--- src/rtl/id_stage.sv ---
// id_stage: RV32I/RV32E instruction-decode stage with an IF->EX valid/ready
// pipeline register.
//   clk, rst           clock; asynchronous active-high reset
//   i_valid/o_ready    upstream handshake (o_ready = !o_valid || i_ready)
//   i_inst, i_pc       instruction word and its PC
//   i_flush            discards the held and the incoming instruction
//   wb_we/wb_rd/wb_data register-file write-back port
//   o_valid/i_ready    downstream handshake
//   o_pc, o_rs1_data, o_rs2_data, o_imm, o_rd, o_alu_ctrl, o_regwrite,
//   o_illegal          registered decoded bundle
module id_stage #(
    parameter int XLEN   = 32,
    parameter int NREG   = 32,
    parameter bit BYPASS = 1'b1
) (
    input  logic            clk,
    input  logic            rst,
    input  logic            i_valid,
    output logic            o_ready,
    input  logic [31:0]     i_inst,
    input  logic [XLEN-1:0] i_pc,
    input  logic            i_flush,
    input  logic            wb_we,
    input  logic [4:0]      wb_rd,
    input  logic [XLEN-1:0] wb_data,
    output logic            o_valid,
    input  logic            i_ready,
    output logic [XLEN-1:0] o_pc,
    output logic [XLEN-1:0] o_rs1_data,
    output logic [XLEN-1:0] o_rs2_data,
    output logic [XLEN-1:0] o_imm,
    output logic [4:0]      o_rd,
    output logic [4:0]      o_alu_ctrl,
    output logic            o_regwrite,
    output logic            o_illegal
);
    localparam int         IDXW   = $clog2(NREG);
    localparam logic [5:0] NREG_L = 6'(NREG);

    localparam logic [6:0] OPC_LUI    = 7'b0110111;
    localparam logic [6:0] OPC_AUIPC  = 7'b0010111;
    localparam logic [6:0] OPC_JAL    = 7'b1101111;
    localparam logic [6:0] OPC_JALR   = 7'b1100111;
    localparam logic [6:0] OPC_BRANCH = 7'b1100011;
    localparam logic [6:0] OPC_LOAD   = 7'b0000011;
    localparam logic [6:0] OPC_STORE  = 7'b0100011;
    localparam logic [6:0] OPC_OPIMM  = 7'b0010011;
    localparam logic [6:0] OPC_OP     = 7'b0110011;

    localparam logic [4:0] ALU_ADD  = 5'b00000;
    localparam logic [4:0] ALU_SUB  = 5'b10000;
    localparam logic [4:0] ALU_SLL  = 5'b00100;
    localparam logic [4:0] ALU_SLT  = 5'b10111;
    localparam logic [4:0] ALU_SLTU = 5'b11000;
    localparam logic [4:0] ALU_XOR  = 5'b00011;
    localparam logic [4:0] ALU_SRL  = 5'b00101;
    localparam logic [4:0] ALU_SRA  = 5'b00110;
    localparam logic [4:0] ALU_OR   = 5'b00010;
    localparam logic [4:0] ALU_AND  = 5'b00001;

    logic [6:0] w_opcode;
    logic [4:0] w_rd, w_rs1, w_rs2;
    logic [2:0] w_funct3;
    logic [6:0] w_funct7;

    assign w_opcode = i_inst[6:0];
    assign w_rd     = i_inst[11:7];
    assign w_funct3 = i_inst[14:12];
    assign w_rs1    = i_inst[19:15];
    assign w_rs2    = i_inst[24:20];
    assign w_funct7 = i_inst[31:25];

    // ---------------- register file ----------------
    logic [XLEN-1:0] r_regs [NREG];
    logic            w_wb_ok;

    assign w_wb_ok = wb_we && (wb_rd != 5'd0) && ({1'b0, wb_rd} < NREG_L);

    always_ff @(posedge clk or posedge rst) begin
        if (rst) begin
            for (int i = 0; i < NREG; i++) r_regs[i] <= '0;
        end else if (w_wb_ok) begin
            r_regs[wb_rd[IDXW-1:0]] <= wb_data;
        end
    end

    logic [XLEN-1:0] w_rs1_rd, w_rs2_rd;

    always_comb begin
        w_rs1_rd = '0;
        w_rs2_rd = '0;
        if (w_rs1 != 5'd0 && {1'b0, w_rs1} < NREG_L) w_rs1_rd = r_regs[w_rs1[IDXW-1:0]];
        if (w_rs2 != 5'd0 && {1'b0, w_rs2} < NREG_L) w_rs2_rd = r_regs[w_rs2[IDXW-1:0]];
        if (BYPASS && wb_we && wb_rd == w_rs1 && w_rs1 != 5'd0) w_rs1_rd = wb_data;
        if (BYPASS && wb_we && wb_rd == w_rs2 && w_rs2 != 5'd0) w_rs2_rd = wb_data;
    end

    // ---------------- decode ----------------
    logic signed [31:0] w_imm32;
    logic [XLEN-1:0]    w_imm;
    logic [4:0]         w_alu_raw, w_alu;
    logic               w_rw_raw, w_rw;
    logic               w_bad_op, w_bad_fn, w_bad_idx, w_ill;
    logic               w_use_rs1, w_use_rs2, w_use_rd;

    always_comb begin
        w_imm32   = '0;
        w_alu_raw = ALU_ADD;
        w_rw_raw  = 1'b0;
        w_bad_op  = 1'b0;
        w_bad_fn  = 1'b0;
        w_use_rs1 = 1'b0;
        w_use_rs2 = 1'b0;
        w_use_rd  = 1'b0;
        case (w_opcode)
            OPC_LUI, OPC_AUIPC: begin
                w_imm32  = {i_inst[31:12], 12'b0};
                w_rw_raw = 1'b1;
                w_use_rd = 1'b1;
            end
            OPC_JAL: begin
                w_imm32  = {{11{i_inst[31]}}, i_inst[31], i_inst[19:12], i_inst[20], i_inst[30:21], 1'b0};
                w_rw_raw = 1'b1;
                w_use_rd = 1'b1;
            end
            OPC_JALR, OPC_LOAD: begin
                w_imm32   = {{20{i_inst[31]}}, i_inst[31:20]};
                w_rw_raw  = 1'b1;
                w_use_rs1 = 1'b1;
                w_use_rd  = 1'b1;
            end
            OPC_STORE: begin
                w_imm32   = {{20{i_inst[31]}}, i_inst[31:25], i_inst[11:7]};
                w_use_rs1 = 1'b1;
                w_use_rs2 = 1'b1;
            end
            OPC_BRANCH: begin
                w_imm32   = {{19{i_inst[31]}}, i_inst[31], i_inst[7], i_inst[30:25], i_inst[11:8], 1'b0};
                w_alu_raw = ALU_SUB;
                w_use_rs1 = 1'b1;
                w_use_rs2 = 1'b1;
            end
            OPC_OPIMM: begin
                w_imm32   = {{20{i_inst[31]}}, i_inst[31:20]};
                w_rw_raw  = 1'b1;
                w_use_rs1 = 1'b1;
                w_use_rd  = 1'b1;
                case (w_funct3)
                    3'b000: w_alu_raw = ALU_ADD;
                    3'b010: w_alu_raw = ALU_SLT;
                    3'b011: w_alu_raw = ALU_SLTU;
                    3'b100: w_alu_raw = ALU_XOR;
                    3'b110: w_alu_raw = ALU_OR;
                    3'b111: w_alu_raw = ALU_AND;
                    3'b001: begin
                        if (w_funct7 == 7'b0000000) w_alu_raw = ALU_SLL;
                        else                        w_bad_fn  = 1'b1;
                    end
                    default: begin
                        if (w_funct7 == 7'b0000000)      w_alu_raw = ALU_SRL;
                        else if (w_funct7 == 7'b0100000) w_alu_raw = ALU_SRA;
                        else                             w_bad_fn  = 1'b1;
                    end
                endcase
            end
            OPC_OP: begin
                w_rw_raw  = 1'b1;
                w_use_rs1 = 1'b1;
                w_use_rs2 = 1'b1;
                w_use_rd  = 1'b1;
                case ({w_funct7, w_funct3})
                    10'b0000000_000: w_alu_raw = ALU_ADD;
                    10'b0100000_000: w_alu_raw = ALU_SUB;
                    10'b0000000_001: w_alu_raw = ALU_SLL;
                    10'b0000000_010: w_alu_raw = ALU_SLT;
                    10'b0000000_011: w_alu_raw = ALU_SLTU;
                    10'b0000000_100: w_alu_raw = ALU_XOR;
                    10'b0000000_101: w_alu_raw = ALU_SRL;
                    10'b0100000_101: w_alu_raw = ALU_SRA;
                    10'b0000000_110: w_alu_raw = ALU_OR;
                    10'b0000000_111: w_alu_raw = ALU_AND;
                    default:         w_bad_fn  = 1'b1;
                endcase
            end
            default: w_bad_op = 1'b1;
        endcase
    end

    // Only register fields the format actually uses are range-checked; the
    // same bit positions hold immediate bits in the other formats.
    assign w_bad_idx = (w_use_rs1 && {1'b0, w_rs1} >= NREG_L)
                    || (w_use_rs2 && {1'b0, w_rs2} >= NREG_L)
                    || (w_use_rd  && {1'b0, w_rd}  >= NREG_L);

    assign w_ill = w_bad_op || w_bad_fn || w_bad_idx;
    assign w_alu = w_ill ? ALU_ADD : w_alu_raw;
    assign w_rw  = w_rw_raw && !w_ill && (w_rd != 5'd0);
    assign w_imm = XLEN'(w_imm32);

    // ---------------- pipeline register ----------------
    logic            r_valid;
    logic [XLEN-1:0] r_pc, r_rs1_data, r_rs2_data, r_imm;
    logic [4:0]      r_rd, r_alu, r_rs1_idx, r_rs2_idx;
    logic            r_regwrite, r_illegal;
    logic            w_capture;

    assign o_ready   = !r_valid || i_ready;
    assign w_capture = i_valid && o_ready && !i_flush;

    always_ff @(posedge clk or posedge rst) begin
        if (rst) begin
            r_valid    <= 1'b0;
            r_pc       <= '0;
            r_rs1_data <= '0;
            r_rs2_data <= '0;
            r_imm      <= '0;
            r_rd       <= '0;
            r_alu      <= '0;
            r_rs1_idx  <= '0;
            r_rs2_idx  <= '0;
            r_regwrite <= 1'b0;
            r_illegal  <= 1'b0;
        end else if (i_flush) begin
            r_valid <= 1'b0;
        end else if (w_capture) begin
            r_valid    <= 1'b1;
            r_pc       <= i_pc;
            r_rs1_data <= w_rs1_rd;
            r_rs2_data <= w_rs2_rd;
            r_imm      <= w_imm;
            r_rd       <= w_rd;
            r_alu      <= w_alu;
            r_rs1_idx  <= w_rs1;
            r_rs2_idx  <= w_rs2;
            r_regwrite <= w_rw;
            r_illegal  <= w_ill;
        end else if (r_valid && i_ready) begin
            r_valid <= 1'b0;
        end else if (r_valid) begin
            // Held bundle tracks write-backs so it is not stale when released.
            if (wb_we && wb_rd == r_rs1_idx && r_rs1_idx != 5'd0) r_rs1_data <= wb_data;
            if (wb_we && wb_rd == r_rs2_idx && r_rs2_idx != 5'd0) r_rs2_data <= wb_data;
        end
    end

    assign o_valid    = r_valid;
    assign o_pc       = r_pc;
    assign o_rs1_data = r_rs1_data;
    assign o_rs2_data = r_rs2_data;
    assign o_imm      = r_imm;
    assign o_rd       = r_rd;
    assign o_alu_ctrl = r_alu;
    assign o_regwrite = r_regwrite;
    assign o_illegal  = r_illegal;
endmodule

--- config.mk ---
export PLATFORM = sky130hd
export DESIGN_NAME = id_stage
export DESIGN_NICKNAME = d
export VERILOG_FILES = /design/src/rtl/id_stage.sv
export SDC_FILE = /design/constraint.sdc
export NUM_CORES = 2
export LEC_CHECK = 0
export ABC_AREA = 0
export BUFFER_PORTS_ARGS = -buffer_cell sky130_fd_sc_hd__buf_2
export CAP_MARGIN = 20
export CORE_UTILIZATION = 35
export CTS_BUF_LIST = sky130_fd_sc_hd__clkbuf_2 sky130_fd_sc_hd__clkbuf_4 sky130_fd_sc_hd__clkbuf_8
export CTS_CLUSTER_DIAMETER = 200
export DETAILED_ROUTE_END_ITERATION = 8
export PLACE_DENSITY = 0.59
export REMOVE_ABC_BUFFERS = 1
export SLEW_MARGIN = 20
export SYNTH_ARGS = -nofsm -noshare
export SYNTH_HDL_FRONTEND = slang
export SYNTH_SLANG_ARGS = --single-unit
--- constraint.sdc ---
create_clock -name clk -period 47.1 [get_ports clk]
set_clock_uncertainty 0.1 [all_clocks]
set_input_delay 4.71 -clock clk [delete_from_list [all_inputs] [get_ports clk]]
set_output_delay 4.71 -clock clk [all_outputs]
set_load 0.02 [all_outputs]
**Yosys cells after proc, flatten, opt, wreduce, memory -nomap -nowiden**

Cells that the tools add are included.

- Order comparisons: 4
- Equality and inequality tests: 30
- Mux-type cells: 40
- Bitwise logic cells: 4
- Reductions and logical operators: 42

Operator list:

| operator | count |
|---|---|
| bitwise mux 1024 bit | 1 |
| 2-to-1 mux 32 bit | 17 |
| binary-select mux 32 bit (select 5 bit) | 2 |
| demux 32 bit (select 5 bit) | 1 |
| one-hot mux 32 bit (5 select lines) | 1 |
| one-hot mux 5 bit (9 select lines) | 1 |
| equality test 10 x 3 -> 1 bit, second input constant | 4 |
| one-hot mux 5 bit (7 select lines) | 1 |
| nonzero test 5 bit | 6 |
| equality test 7 x 6 -> 1 bit, second input constant | 4 |
| equality test 7 bit, second input constant | 3 |
| equality test 10 x 2 -> 1 bit, second input constant | 2 |
| equality test 10 x 9 -> 1 bit, second input constant | 2 |
| equality test 5 bit | 4 |
| >= comparator 6 bit, second input constant | 3 |
| inverter 5 -> 6 bit | 3 |
| logical AND 1 bit | 15 |
| one-hot mux 5 bit (3 select lines) | 1 |
| equality test 7 x 5 -> 1 bit, second input constant | 2 |
| equality test 10 x 1 -> 1 bit, second input constant | 1 |
| zero test 10 bit | 1 |
| OR reduction 10 bit | 1 |
| equality test 3 bit, second input constant | 3 |
| 2-to-1 mux 1 bit | 9 |
| 22 further kinds | 32 |

- Flip-flop bits (word level): 1,175
- Input bits: 107
- Output and inout port bits: 142
- Word-level logic and storage cells: 163

**Logic depth before layout (Yosys ltp)**

- Depth in word-level cells: 9
- Gate-level depth with buffers: 10
- Depth with buffers taken out: 6

**Worst setup path before layout**

Ideal clock, no wire load.

- Path type: input-to-output
- Start point: in i_ready
- End point: out o_ready
- Arrival time: 5,109 ps
- Required time: 42,290 ps
- Path slack: 37,181 ps
- Stages: 2
- Buffers on the path: 0
- Cell sequence: and2b_1 -> inv_1

- Longest elaborated chain between the ends: 1

Ends and longest elaborated chain:

| what | line | text |
|---|---|---|
| from (decl) | 27 | `input logic i_ready,` |
| logical OR 1 bit | 207 | `assign o_ready = !r_valid \|\| i_ready;` |
| to (decl) | 19 | `output logic o_ready,` |

Every way passes these cells.

**Final worst setup path**

Ends and elaborated chain as after synthesis.

==> out/results.tsv <==
metric	value	unit
finalHoldViolations	0	
synth.avg_cell_area	12.9	sq um
cp_top_family	buffers and inverters	
die-area	0.171	sq mm
cts_sinks	1175	
path_max_fanout	4	
synth_edf_count	0	
cp.required	42290	ps
drt_drc_violations_left	0	
rows	150	
grt_max_degree	115	
avgViaCountPerCell	5.89	
vdd_ir_drop_max	0.0265	mV
port_buffers	248	
n_fill_cell	15900	
start_util	0.353	
ys_warn_count	0	
ios	249	
synth-main-ff-cell	dfrtp_1	
track_usage	0.230	
cts_hold_buffers	0	
area_growth	12.3	%
synth_top_area_frac	0.497	
worst_slew_pin_slew	1160	ps
grt_overflow	0	
grt_pass1_wl	288000	um
ys_types	67	
clkPwrFrac	0.343	
clock_path_buffers	3	
post_cts_buffers	0	
p_switching	813	uW
grt_pass1_vias	41400	
period_share	0.218	
endpoint_kind	output port	
grt_antenna_before_repair	12	
p_int	2020	uW
drive_gt1_frac	0.351	
clock_latency	940	ps
holdCritPathClass	reg2reg	
final_common_cell	dfrtp_1	
clk_pin_slew_worst_paths	60	ps
drtPass1Iterations	5	
cts_made_buffers	194	
synth_area_leaders	dfrtp_1, mux4_2, mux2_2	
antenna_left	0	
p_seq_frac	0.469	
dr.first_iter.drc_count	4328	
htree_levels	4	
ys_async_sr_fraction	1.00	
cp.arrival	5470	ps
crit_buf_inv	3	
cp_cell_sequence	buf_2, and2b_1, inv_1, buf_2	
dieWidth	413	um
max_freq	97.3	MHz
cap_violations	0	
seq_area_frac_synth	0.497	
die_y	413	um
yosys.area.top_type	dfrtp_1	
finalSetupViolCount	0	
dr_total_vias	41300	
root_buffer	clkbuf_8	
synth.cell_area	0.0592	sq mm
final_cells	7016	
fin_crit	10280	ps
cts_tree	done	
crit_type	in2out	
relSlewSlack	0.226	
gp_congestion	0.810	
drv_slew	0	
slowest_stage	and2b_1	
dp_slack	36830	ps
critPathMaxStageDelay	300	ps
finalSetupTns	0	ps
p_leak	0.0290	uW
critPathLaunchType	input pin	
wl_per_cell	27.8	um
nets	4771	
p_sw_frac	0.287	
grt_setup_unrepaired	no	
p_comb_frac	0.188	
core-area	0.167	sq mm
setup_ws	36820	ps
finalHoldWorstSlack	296	ps
drt_wl_total	195000	um
outcome	finished clean	
path_common_cell	buf_2	
layout_common_cells	dfrtp_1, nand2_1, mux4_2	
synth_cells	4581	
post-place-cells	6671	
hpwl	109000	um
powerDensity	42.6	mW/mm^2
cts.repair.resized	0	
yosys_register_bits	1175	
==> worst paths after layout <==
| path | endpoint | slack [ps] | cells past startpoint | from |
|---|---|---|---|---|
| worst max-delay path | o_ready | 36820 | 4 | i_ready |
| worst min-delay path | r_regs[1012]$_DFFE_PP0P_ | 300 | 0 | r_regs[1012]$_DFFE_PP0P_ |
| worst max register to register | o_rs1_data[14]$_DFFE_PP0P_ | 43970 | 7 | o_valid$_DFFE_PP0P_ |
| worst min register to register | r_regs[1012]$_DFFE_PP0P_ | 300 | 0 | r_regs[1012]$_DFFE_PP0P_ |
| max in group asynchronous | r_regs[449]$_DFFE_PP0P_ | 38310 | 7 | rst |
| min in group asynchronous | o_pc[9]$_DFFE_PP0P_ | 3870 | 2 | rst |
==> cell usage after synthesis, types with 33 or more instances <==
library cell,n
inv_1,44
mux2i_1,45
mux2_1,100
nand2_1,734
nand3_1,33
a22oi_1,70
o22ai_1,90
o21ai_0,498
dfrtp_1,1175
mux4_2,536
nor2_1,65
mux2_2,412
clkbuf_1,309
nand2b_1,36
buf_2,95
==> flip-flops by register name, summed over array words and instances, names as in the netlist, 5 cells and up <==
| signal | cells |
|---|---|
| r_regs | 1024 |
| o_rs2_data | 32 |
| o_imm | 32 |
| o_pc | 32 |
| r_rs2_idx | 5 |
| o_alu_ctrl | 5 |
| o_rd | 5 |
| r_rs1_idx | 5 |
| o_rs1_data | 32 |
==> cell type report <==
type	instances	area, sq um	share of cell area
sequential	1175	29400	0.443
multi-input combinational	2903	27900	0.420
clock buffer	321	4010	0.0603
tap	2204	2760	0.0415
timing repair buffer	345	2050	0.0309
inverter	45	176	0.00266
clock inverter	21	164	0.00247
antenna	2	5.00	0.0000753
==> through the flow <==
| stage | util | power, uW | instance area (sq um) |
|---|---|---|---|
| 2_1_floorplan | - | 1680 | 57100 |
| 3_3_place_gp | 0.372 | 1850 | 62200 |
| 3_5_place_dp | 0.372 | 1880 | 62200 |
| 4_1_cts | 0.397 | 2850 | 66400 |
| 5_1_grt | 0.397 | 2960 | 66400 |
| 6_report | 0.397 | 2830 | 66400 |
==> layer usage <==
| metal | routed length (um) | vias to the layer above | share of wire | track usage |
|---|---|---|---|---|
| li1 | - | 17200 | - | - |
| met1 | 83800 | 21800 | 0.43 | 0.328 |
| met2 | 86200 | 1965 | 0.44 | 0.343 |
| met3 | 18900 | 378 | 0.097 | 0.0550 |
| met4 | 5950 | 2 | 0.031 | 0.0772 |
| met5 | 7 | - | 0.000036 | 0 |
==> power groups by stage <==
stage | clock network (uW) | registers (uW) | logic, uW
floorplan | 0 | 1320 | 362
global placement | 0 | 1330 | 523
detailed placement | 0 | 1340 | 535
CTS | 987 | 1320 | 536
global route | 1030 | 1350 | 581
finish | 972 | 1330 | 531
==> logic make-up (layout without fill, tap and decap cells) <==
group / Yosys count / after routing / share of synthesized area
other cells: 0 / 2 / 0
flops: 1175 / 1175 / 0.497
xor+xnor: 22 / 22 / 0.00326
compound gates: 825 / 825 / 0.0840
simple gates: 963 / 963 / 0.0698
mux: 1093 / 1093 / 0.309
buf+inv: 503 / 732 / 0.0369
Note: power is estimated with default switching activity, not from simulation.
